**src/rtl/systolic_pkg.sv**
```systemverilog
// Shared constants for the systolic feeder and the pe array it drives.
// Holds the feeder FSM encoding and the operand width default.
package systolic_pkg;
    localparam int DEF_DATA_W = 16;

    typedef enum logic [1:0] {
        ST_IDLE  = 2'd0,
        ST_FETCH = 2'd1,
        ST_DRAIN = 2'd2,
        ST_DONE  = 2'd3
    } state_t;
endpackage

```
**src/rtl/systolic_feeder_if.sv**
```systemverilog
// Feeder bus: enable/start control, two word-wide SRAM read ports, array edge drive.
// master = feeder side, slave = environment (SRAMs, array, controller).
interface systolic_feeder_if import systolic_pkg::*; #(
    parameter int N      = 4,
    parameter int DATA_W = DEF_DATA_W,
    parameter int ADDR_W = 8
);
    logic                  en;
    logic                  start;
    logic                  a_rd_en;
    logic [ADDR_W-1:0]     a_addr;
    logic [N*DATA_W-1:0]   a_rdata;
    logic                  w_rd_en;
    logic [ADDR_W-1:0]     w_addr;
    logic [N*DATA_W-1:0]   w_rdata;
    logic [N*DATA_W-1:0]   act_out;
    logic [N*DATA_W-1:0]   wgt_out;
    logic                  pe_en;
    logic                  pe_clr;
    logic                  busy;
    logic                  done;

    modport master (
        input  en, start, a_rdata, w_rdata,
        output a_rd_en, a_addr, w_rd_en, w_addr, act_out, wgt_out,
               pe_en, pe_clr, busy, done
    );

    modport slave (
        output en, start, a_rdata, w_rdata,
        input  a_rd_en, a_addr, w_rd_en, w_addr, act_out, wgt_out,
               pe_en, pe_clr, busy, done
    );
endinterface

```
**src/rtl/skew_line.sv**
```systemverilog
// Zero-reset register chain of DEPTH stages; latency DEPTH cycles.
// Whole chain freezes while en is low.
module skew_line #(
    parameter int DEPTH = 1,
    parameter int W     = 16
) (
    input  logic         clk,
    input  logic         rst_n,
    input  logic         en,
    input  logic [W-1:0] d,
    output logic [W-1:0] q
);
    logic [W-1:0] stage [DEPTH];

    always_ff @(posedge clk) begin
        if (!rst_n) begin
            for (int s = 0; s < DEPTH; s++) stage[s] <= '0;
        end else if (en) begin
            stage[0] <= d;
            for (int s = 1; s < DEPTH; s++) stage[s] <= stage[s-1];
        end
    end

    assign q = stage[DEPTH-1];
endmodule

```
**src/rtl/systolic_feeder.sv**
```systemverilog
// Reads K activation/weight words and streams them diagonally skewed into an NxN array;
// done K+2N cycles after start. en low stalls everything and masks the read/PE strobes.
module systolic_feeder import systolic_pkg::*; #(
    parameter int N      = 4,
    parameter int K      = 4,
    parameter int DATA_W = DEF_DATA_W,
    parameter int ADDR_W = 8
) (
    input  logic              clk,
    input  logic              rst_n,
    systolic_feeder_if.master bus
);
    localparam int CW = $clog2(K + 2*N + 2);
    // cnt tracks (cycle - 1) from start, so it equals the read address during FETCH
    localparam logic [CW-1:0] FETCH_LAST = CW'(K - 1);
    localparam logic [CW-1:0] DRAIN_LAST = CW'(K + 2*N - 2);

    state_t          state, state_nxt;
    logic [CW-1:0]   cnt, cnt_nxt;
    logic            rd_vld;
    logic [N*DATA_W-1:0] act_q, wgt_q;

    always_ff @(posedge clk) begin
        if (!rst_n) begin
            state  <= ST_IDLE;
            cnt    <= '0;
            rd_vld <= 1'b0;
        end else if (bus.en) begin
            state  <= state_nxt;
            cnt    <= cnt_nxt;
            rd_vld <= (state == ST_FETCH);
        end
    end

    always_comb begin
        state_nxt = state;
        cnt_nxt   = cnt;
        case (state)
            ST_IDLE: begin
                if (bus.start) begin
                    state_nxt = ST_FETCH;
                    cnt_nxt   = '0;
                end
            end
            ST_FETCH: begin
                cnt_nxt = cnt + CW'(1);
                if (cnt == FETCH_LAST) state_nxt = ST_DRAIN;
            end
            ST_DRAIN: begin
                cnt_nxt = cnt + CW'(1);
                if (cnt == DRAIN_LAST) state_nxt = ST_DONE;
            end
            ST_DONE: begin
                state_nxt = ST_IDLE;
                cnt_nxt   = '0;
            end
            default: begin
                state_nxt = ST_IDLE;
                cnt_nxt   = '0;
            end
        endcase
    end

    assign bus.a_rd_en = bus.en && (state == ST_FETCH);
    assign bus.w_rd_en = bus.en && (state == ST_FETCH);
    assign bus.a_addr  = (state == ST_FETCH) ? ADDR_W'(cnt) : '0;
    assign bus.w_addr  = (state == ST_FETCH) ? ADDR_W'(cnt) : '0;
    assign bus.busy    = (state != ST_IDLE);
    assign bus.done    = (state == ST_DONE);
    assign bus.pe_clr  = (state != ST_IDLE) && (cnt == CW'(1));
    assign bus.pe_en   = bus.en && (state != ST_IDLE) && (cnt >= CW'(2));
    assign bus.act_out = act_q;
    assign bus.wgt_out = wgt_q;

    // lane i delayed i+1 cycles after its first stage sees valid read data
    for (genvar i = 0; i < N; i++) begin : g_lane
        skew_line #(.DEPTH(i + 1), .W(DATA_W)) u_act (
            .clk  (clk),
            .rst_n(rst_n),
            .en   (bus.en),
            .d    (rd_vld ? bus.a_rdata[i*DATA_W +: DATA_W] : {DATA_W{1'b0}}),
            .q    (act_q[i*DATA_W +: DATA_W])
        );
        skew_line #(.DEPTH(i + 1), .W(DATA_W)) u_wgt (
            .clk  (clk),
            .rst_n(rst_n),
            .en   (bus.en),
            .d    (rd_vld ? bus.w_rdata[i*DATA_W +: DATA_W] : {DATA_W{1'b0}}),
            .q    (wgt_q[i*DATA_W +: DATA_W])
        );
    end
endmodule
```
**src/flat_wrapper.sv**
```systemverilog
// flat-port wrapper written by rule: the top's interface ports become plain ports
module systolic_feeder_flat import systolic_pkg::*;
#(
    parameter int N      = 4,
    parameter int K      = 4,
    parameter int DATA_W = DEF_DATA_W,
    parameter int ADDR_W = 8
)
  (clk, rst_n, bus_en, bus_start, bus_a_rdata, bus_w_rdata, bus_a_rd_en, bus_a_addr, bus_w_rd_en, bus_w_addr, bus_act_out, bus_wgt_out, bus_pe_en, bus_pe_clr, bus_busy, bus_done);
  systolic_feeder_if #(.N(N), .DATA_W(DATA_W), .ADDR_W(ADDR_W)) bus_i ();
  input  logic clk;
  input  logic rst_n;
  input wire logic [$bits(bus_i.en)-1:0] bus_en;
  input wire logic [$bits(bus_i.start)-1:0] bus_start;
  input wire logic [$bits(bus_i.a_rdata)-1:0] bus_a_rdata;
  input wire logic [$bits(bus_i.w_rdata)-1:0] bus_w_rdata;
  output wire logic [$bits(bus_i.a_rd_en)-1:0] bus_a_rd_en;
  output wire logic [$bits(bus_i.a_addr)-1:0] bus_a_addr;
  output wire logic [$bits(bus_i.w_rd_en)-1:0] bus_w_rd_en;
  output wire logic [$bits(bus_i.w_addr)-1:0] bus_w_addr;
  output wire logic [$bits(bus_i.act_out)-1:0] bus_act_out;
  output wire logic [$bits(bus_i.wgt_out)-1:0] bus_wgt_out;
  output wire logic [$bits(bus_i.pe_en)-1:0] bus_pe_en;
  output wire logic [$bits(bus_i.pe_clr)-1:0] bus_pe_clr;
  output wire logic [$bits(bus_i.busy)-1:0] bus_busy;
  output wire logic [$bits(bus_i.done)-1:0] bus_done;
  assign bus_i.en = bus_en;
  assign bus_i.start = bus_start;
  assign bus_i.a_rdata = bus_a_rdata;
  assign bus_i.w_rdata = bus_w_rdata;
  assign bus_a_rd_en = bus_i.a_rd_en;
  assign bus_a_addr = bus_i.a_addr;
  assign bus_w_rd_en = bus_i.w_rd_en;
  assign bus_w_addr = bus_i.w_addr;
  assign bus_act_out = bus_i.act_out;
  assign bus_wgt_out = bus_i.wgt_out;
  assign bus_pe_en = bus_i.pe_en;
  assign bus_pe_clr = bus_i.pe_clr;
  assign bus_busy = bus_i.busy;
  assign bus_done = bus_i.done;
  systolic_feeder #(.N(N), .K(K), .DATA_W(DATA_W), .ADDR_W(ADDR_W)) u_core (.clk(clk), .rst_n(rst_n), .bus(bus_i));
endmodule
```
**config.mk**
```make
export PLATFORM = sky130hd
export DESIGN_NAME = systolic_feeder_flat
export DESIGN_NICKNAME = d
export VERILOG_FILES = /design/src/rtl/systolic_pkg.sv /design/src/rtl/systolic_feeder_if.sv /design/src/rtl/skew_line.sv /design/src/rtl/systolic_feeder.sv /design/src/flat_wrapper.sv
export SDC_FILE = /design/constraint.sdc
export NUM_CORES = 1
export LEC_CHECK = 0
export ABC_AREA = 1
export BUFFER_PORTS_ARGS = -buffer_cell sky130_fd_sc_hd__clkbuf_2
export CAP_MARGIN = 5
export CORE_MARGIN = 3
export CORE_UTILIZATION = 35
export CTS_CLUSTER_SIZE = 8
export DETAILED_ROUTE_END_ITERATION = 7
export HOLD_SLACK_MARGIN = 0.05
export MAX_ROUTING_LAYER = met4
export PLACE_DENSITY = 0.6
export REMOVE_ABC_BUFFERS = 1
export SLEW_MARGIN = 40
export SYNTH_ARGS = -nofsm -noshare
export SYNTH_HDL_FRONTEND = slang
export SYNTH_SLANG_ARGS = --single-unit
```
**constraint.sdc**
```tcl
create_clock -name clk -period 23.2 [get_ports clk]
set_input_delay 1.16 -clock clk [delete_from_list [all_inputs] [get_ports clk]]
set_output_delay 1.16 -clock clk [all_outputs]
set_load 0.05 [all_outputs]
```
Word level (Yosys, flattened, before mapping)
Memories as Yosys holds them, arrays and structs flattened.
Cells that the tools add are included.
{"block": "classes", "multipliers": 0, "n_bitwise": 18, "n_reduce_logical": 11, "n_addsub": 1, "n_shift": 0, "order_cmp": 1, "div": 0, "muxes": 41, "eq_ne": 9}
{"operator": "two-way mux 16 bit", "count": 28}
{"operator": "OR reduction 16 bit", "count": 2}
{"operator": "bitwise OR 1 bit", "count": 18}
{"operator": "case mux 4 bit (3 select lines)", "count": 1}
{"operator": "two-way mux 4 bit", "count": 2}
{"operator": "case mux 2 bit (4 select lines)", "count": 1}
{"operator": "two-way mux 1 bit", "count": 6}
{"operator": "two-way mux 2 bit", "count": 3}
{"operator": "adder 4 x 1 -> 4 bit (second input constant)", "count": 1}
{"operator": "== test 2 bit (second input constant)", "count": 2}
{"operator": "== test 4 x 1 -> 1 bit (second input constant)", "count": 1}
{"operator": "== test 4 x 2 -> 1 bit (second input constant)", "count": 1}
{"operator": "== test 4 bit (second input constant)", "count": 1}
{"operator": "greater-or-equal comparator 4 x 2 -> 1 bit (second input constant)", "count": 1}
{"operator": "logical AND 1 bit", "count": 4}
{"operator": "!= test 2 x 1 -> 1 bit (second input constant)", "count": 2}
{"operator": "AND reduction 4 bit", "count": 1}
{"operator": "== test 2 x 1 -> 1 bit (second input constant)", "count": 1}
{"operator": "logical NOT 2 bit", "count": 1}
{"operator": "!= test 2 bit (second input constant)", "count": 1}
{"operator": "AND reduction 2 bit", "count": 1}
{"operator": "nonzero test 2 bit", "count": 1}
{"operator": "OR reduction 2 bit", "count": 1}
{"block": "word_totals", "rom_bits": 0, "latchBits": 0, "ramBits": 320, "wordCells": 92, "output_inout_bits": 150, "inputBits": 132, "register_bits": 7, "n_memories": 8}
{"memory": "u_core.g_lane[3].u_act.stage", "depth": 4, "word_bits": 16, "read_ports": 4, "rd_ports_with_merged_regs": 0, "wr": 4, "line": "skew_line.sv:13", "text": "logic [W-1:0] stage [DEPTH];"}
{"memory": "u_core.g_lane[3].u_wgt.stage", "depth": 4, "word_bits": 16, "read_ports": 4, "rd_ports_with_merged_regs": 0, "wr": 4, "line": "skew_line.sv:13"}
{"memory": "u_core.g_lane[2].u_act.stage", "depth": 3, "word_bits": 16, "read_ports": 3, "rd_ports_with_merged_regs": 0, "wr": 3, "line": "skew_line.sv:13"}
{"memory": "u_core.g_lane[2].u_wgt.stage", "depth": 3, "word_bits": 16, "read_ports": 3, "rd_ports_with_merged_regs": 0, "wr": 3, "line": "skew_line.sv:13"}
{"memory": "u_core.g_lane[1].u_act.stage", "depth": 2, "word_bits": 16, "read_ports": 2, "rd_ports_with_merged_regs": 0, "wr": 2, "line": "skew_line.sv:13"}
{"memory": "u_core.g_lane[1].u_wgt.stage", "depth": 2, "word_bits": 16, "read_ports": 2, "rd_ports_with_merged_regs": 0, "wr": 2, "line": "skew_line.sv:13"}
{"memory": "2 more memories"}

Longest topological paths before layout
{"block": "logic_depth", "ltp_word": 5, "depth_mapped": 8, "mapped_depth_nobuf": 8}

Cells and area by module
A second synthesis with hierarchy kept.
{"block": "unflattened", "hier_cells": 1437, "area_unflattened_um2": 15148.3}
{"module": "skew_line (u_core.g_lane[3].u_act ...)", "area_each_um2": 2493.6, "cells_per_inst": 201, "seq_area_each_um2": 1921.8, "instances": 2}
{"module": "skew_line (u_core.g_lane[2].u_act ...)", "area_each_um2": 2144.6, "cells_per_inst": 168, "seq_area_each_um2": 1441.4, "instances": 2}
{"module": "skew_line (u_core.g_lane[1].u_act ...)", "area_each_um2": 1458.9, "cells_per_inst": 118, "seq_area_each_um2": 960.9, "instances": 2}
{"module": "systolic_feeder", "area_each_um2": 1652.8, "cells_per_inst": 359, "seq_area_each_um2": 140.1, "instances": 1}
{"module": "skew_line (u_core.g_lane[0].u_act ...)", "area_each_um2": 650.6, "cells_per_inst": 52, "seq_area_each_um2": 480.5, "instances": 2}

Least setup slack after synthesis
OpenSTA, ideal clock, no wires.
{"block": "synth_path", "path_type": "input to register", "start": "in bus_en", "end": "mem u_core.g_lane[0].u_act.stage[0][0] (enable)", "path_stages": 2, "slack_ns": 14.410, "t_required_ns": 20.817, "path_buffers": 0, "arrival_ns": 6.407, "setup_time_ns": 2.383, "path_cell_list": "inv_2 -> nand2_1"}
{"block": "synth_via", "elab_chain_cells": 5}
{"item": "from (decl)", "line": "flat_wrapper.sv:13", "text": "input wire logic [$bits(bus_i.en)-1:0] bus_en;"}
{"item": "two-way mux 1 bit *", "line": "skew_line.sv:18", "text": "end else if (en) begin"}
{"item": "two-way mux 1 bit *", "line": "skew_line.sv:16", "text": "if (!rst_n) begin"}
{"item": "two-way mux 1 bit (implied by the code) *", "line": "skew_line.sv:19", "text": "stage[0] <= d;"}
{"item": "OR reduction 16 bit (no source line)"}
{"item": "two-way mux 1 bit (no source line) *"}
{"item": "to (decl)", "line": "skew_line.sv:13"}
Mark *: on every way between the ends. The rest lies on a longest branch, timed or not.

Worst setup path in the final report
{"block": "layout_path", "start": "in bus_en", "end": "out bus_pe_en"}
{"block": "layout_via", "elab_chain_cells": 2}
{"item": "logical AND 1 bit (2 in a row)", "line": "systolic_feeder.sv:71", "text": "assign bus.pe_en = bus.en && (state != ST_IDLE) && (cnt >= CW'(2));"}
{"item": "to (decl)", "line": "flat_wrapper.sv:23", "text": "output wire logic [$bits(bus_i.pe_en)-1:0] bus_pe_en;"}
Every way passes these cells.

==> results.json <==
{
  "status": "complete, no violations",
  "cts_num_sinks": 327,
  "maxCapViolCount": 0,
  "grt_max_degree": 100,
  "ctsHoldBuffers": 0,
  "first_pass_iters": 4,
  "crit_type": "primary input to output port",
  "arrival_ns": 2.06,
  "fmax_mhz": 310,
  "antenna_found_initial": 2,
  "synth-seq-area-share": 0.725,
  "syn2layout_area_growth_pct": 18.5,
  "p_leak_nw": 7.40,
  "reg2reg_slack_ns": 21.40,
  "max-clock-path-buffers": 3,
  "wl_per_cell_um": 12.6,
  "ir_drop_v": 0.0000539,
  "viasPerCell": 4.02,
  "crit_required_ns": 22.04,
  "io_buffers": 273,
  "critPathLaunch": "bus_en",
  "power_density_nw_per_um2": 90.7,
  "start_kind": "primary input",
  "start_util": 0.356,
  "synthFlopType": "edfxtp_1",
  "met3WireLength_um": 1910,
  "fin_ws_ns": 19.98,
  "power_w": 0.00145,
  "drt-total-wl_um": 23900,
  "grt_overflow": 0,
  "chipHeight_um": 202,
  "drcViolationCount": 0,
  "drt-met1-wl_um": 9700,
  "gp_congestion": 0.764,
  "tightest_slew_ns": 0.773,
  "ys_ff_latch": 327,
  "highest_layer": "met4",
  "yosysWarnings": 0,
  "r2r_cells": 3,
  "drt-initial-drc-count": 349,
  "cts_resized": 0,
  "rsz0062_at_grt": "no",
  "grt_pass1_wl_um": 38400,
  "relSlewSlack": 0.485,
  "critPathCapture": "bus_pe_en",
  "die_x_um": 202,
  "num_rows": 71,
  "ys_top_cells_by_count": "335 x inv_1, 329 x nor2_1, 320 x edfxtp_1, 80 x buf_4, 28 x buf_6",
  "cts_max_level": 2,
  "clk_latency_ns": 0.55,
  "place_worst_setup_slack_ns": 19.90,
  "worstReg2RegStart": "u_core.rd_vld$_SDFFE_PN0P_",
  "synth_top_area_share": 0.714,
  "ys_types": 23,
  "place_hpwl_um": 14600,
  "setup_tns_ns": 0,
  "finalHoldViolCount": 0,
  "grt_pass1_vias": 7647,
  "synth-edff-count": 320,
  "synthTopCellsByArea": "edfxtp_1 71%, inv_1 9.3%, nor2_1 9.2%",
  "clock-root-buffer": "clkbuf_16",
  "synthArstFlopShare": 0,
  "post_cts_buffers": 0,
  "syn_area_per_cell_um2": 11.7,
  "cts_tree": "done",
  "synth_top_area_cell": "edfxtp_1",
  "r2r-end": "u_core.g_lane[1].u_wgt.stage[0][7]$_SDFFCE_PN0P_",
  "hp-class": "flop to flop",
  "syn_area_um2": 13500,
  "final-max-slew-violation-count": 0,
  "cts.clk_slew.worst_paths_ns": 0.05,
  "core-area_um2": 37800,
  "cp_max_fo": 6,
  "setup_viol": 0,
  "cts_made_buffers": 47,
  "synth.most_common_cell": "inv_1",
  "crit_path_end_kind": "output port",
  "drive_above_1_share": 0.242,
  "finalClockSkew_ns": 0.0132,
  "boundaryPins": 282,
  "final_nets": 1511,
  "post-route-period-util": 0.139,
  "ant_nets": 0,
  "dr_wl_met2_um": 11400,
  "track_usage": 0.121,
  "via_count": 7631,
  "syn-instance-count": 1149,
  "dieArea_um2": 40800,
  "min_period_ns": 3.22
}
[stage by stage]
stage | util | hold WS, ns | cells | area, um2
6_report | 0.422 | 0.518 | 1896 | 15900
2_1_floorplan | - | 0.448 | 1044 | 12500
3_3_place_gp | 0.388 | 0.502 | 1833 | 14600
3_5_place_dp | 0.389 | 0.520 | 1834 | 14700
5_1_grt | 0.422 | 0.551 | 1896 | 15900
4_1_cts | 0.422 | 0.523 | 1894 | 15900
[layer usage]
layer  track usage  vias to the layer above
li1              -                     3813
met1         0.135                     3533
met2         0.197                      223
met3        0.0395                       62
met4        0.0586                        0
met5             -                        -
[critical path: stages]
cell and delay (ns):
clkbuf_2 0.20, inv_2 0.14, a211oi_1 0.25, clkbuf_2 0.32
[how the worst min path moves through the flow]
| stage | startpoint | end | cells after the start |
|---|---|---|---|
| 2_1_floorplan | u_core.rd_vld$_SDFFE_PN0P_ | u_core.rd_vld$_SDFFE_PN0P_ | 2 |
| 3_3_place_gp | u_core.rd_vld$_SDFFE_PN0P_ | u_core.rd_vld$_SDFFE_PN0P_ | 2 |
| 4_1_cts | u_core.rd_vld$_SDFFE_PN0P_ | u_core.rd_vld$_SDFFE_PN0P_ | 2 |
| 3_5_place_dp | u_core.rd_vld$_SDFFE_PN0P_ | u_core.rd_vld$_SDFFE_PN0P_ | 2 |
| 6_report | u_core.rd_vld$_SDFFE_PN0P_ | u_core.rd_vld$_SDFFE_PN0P_ | 2 |
| 5_1_grt | u_core.rd_vld$_SDFFE_PN0P_ | u_core.rd_vld$_SDFFE_PN0P_ | 2 |
[layout make-up]
cell class	instances	area, um2
timing repair buffer	279	1460
clock inverter	2	38.8
antenna	2	5.00
clock buffer	58	1220
inverter	336	1260
multi-input combinational	381	1570
sequential	327	9750
tap	511	639
fill	3602	21800
[cells by family (layout without fill, tap and decap cells)]
logic type | count (synthesis) | count (layout) | synth area share
buf+inv | 448 | 675 | 0.163
simple gates | 357 | 357 | 0.100
flops | 327 | 327 | 0.725
compound gates | 8 | 8 | 0.00446
fa+ha+maj | 7 | 7 | 0.00651
other cells | 1 | 10 | 0.000279
xor+xnor | 1 | 1 | 0.000651
[power breakdown]
part | leakage (nW) | internal, W | switching, W
clock network | 0.611 | 0.000371 | 0.000230
logic | 3.18 | 0.0000342 | 0.000113
registers | 3.61 | 0.000686 | 0.0000115
total | 7.40 | 0.00109 | 0.000355
[flip-flops by register name, indices dropped and copies added, names as in the netlist]
signal and flops:
u_core.cnt 4, u_core.g_lane.u_act.stage 160, u_core.g_lane.u_wgt.stage 160, u_core.rd_vld 1
u_core.state 2
[layout by cell type, fill, tap and decap left out, types with 2 or more instances in the layout]
cell type | netlist | final
clkbuf_1 | 1 | 11
inv_1 | 335 | 335
nand2_1 | 21 | 19
edfxtp_1 | 320 | 320
ha_1 | 7 | 7
clkbuf_2 | 0 | 273
diode_2 | 0 | 2
nor2_1 | 329 | 329
dfxtp_1 | 7 | 7
buf_6 | 28 | 3
nor3_1 | 2 | 2
conb_1 | 1 | 8
nand3_1 | 4 | 3
clkbuf_16 | 0 | 47
a21oi_1 | 2 | 2
No activity file was read; power rests on OpenSTA's default activity.
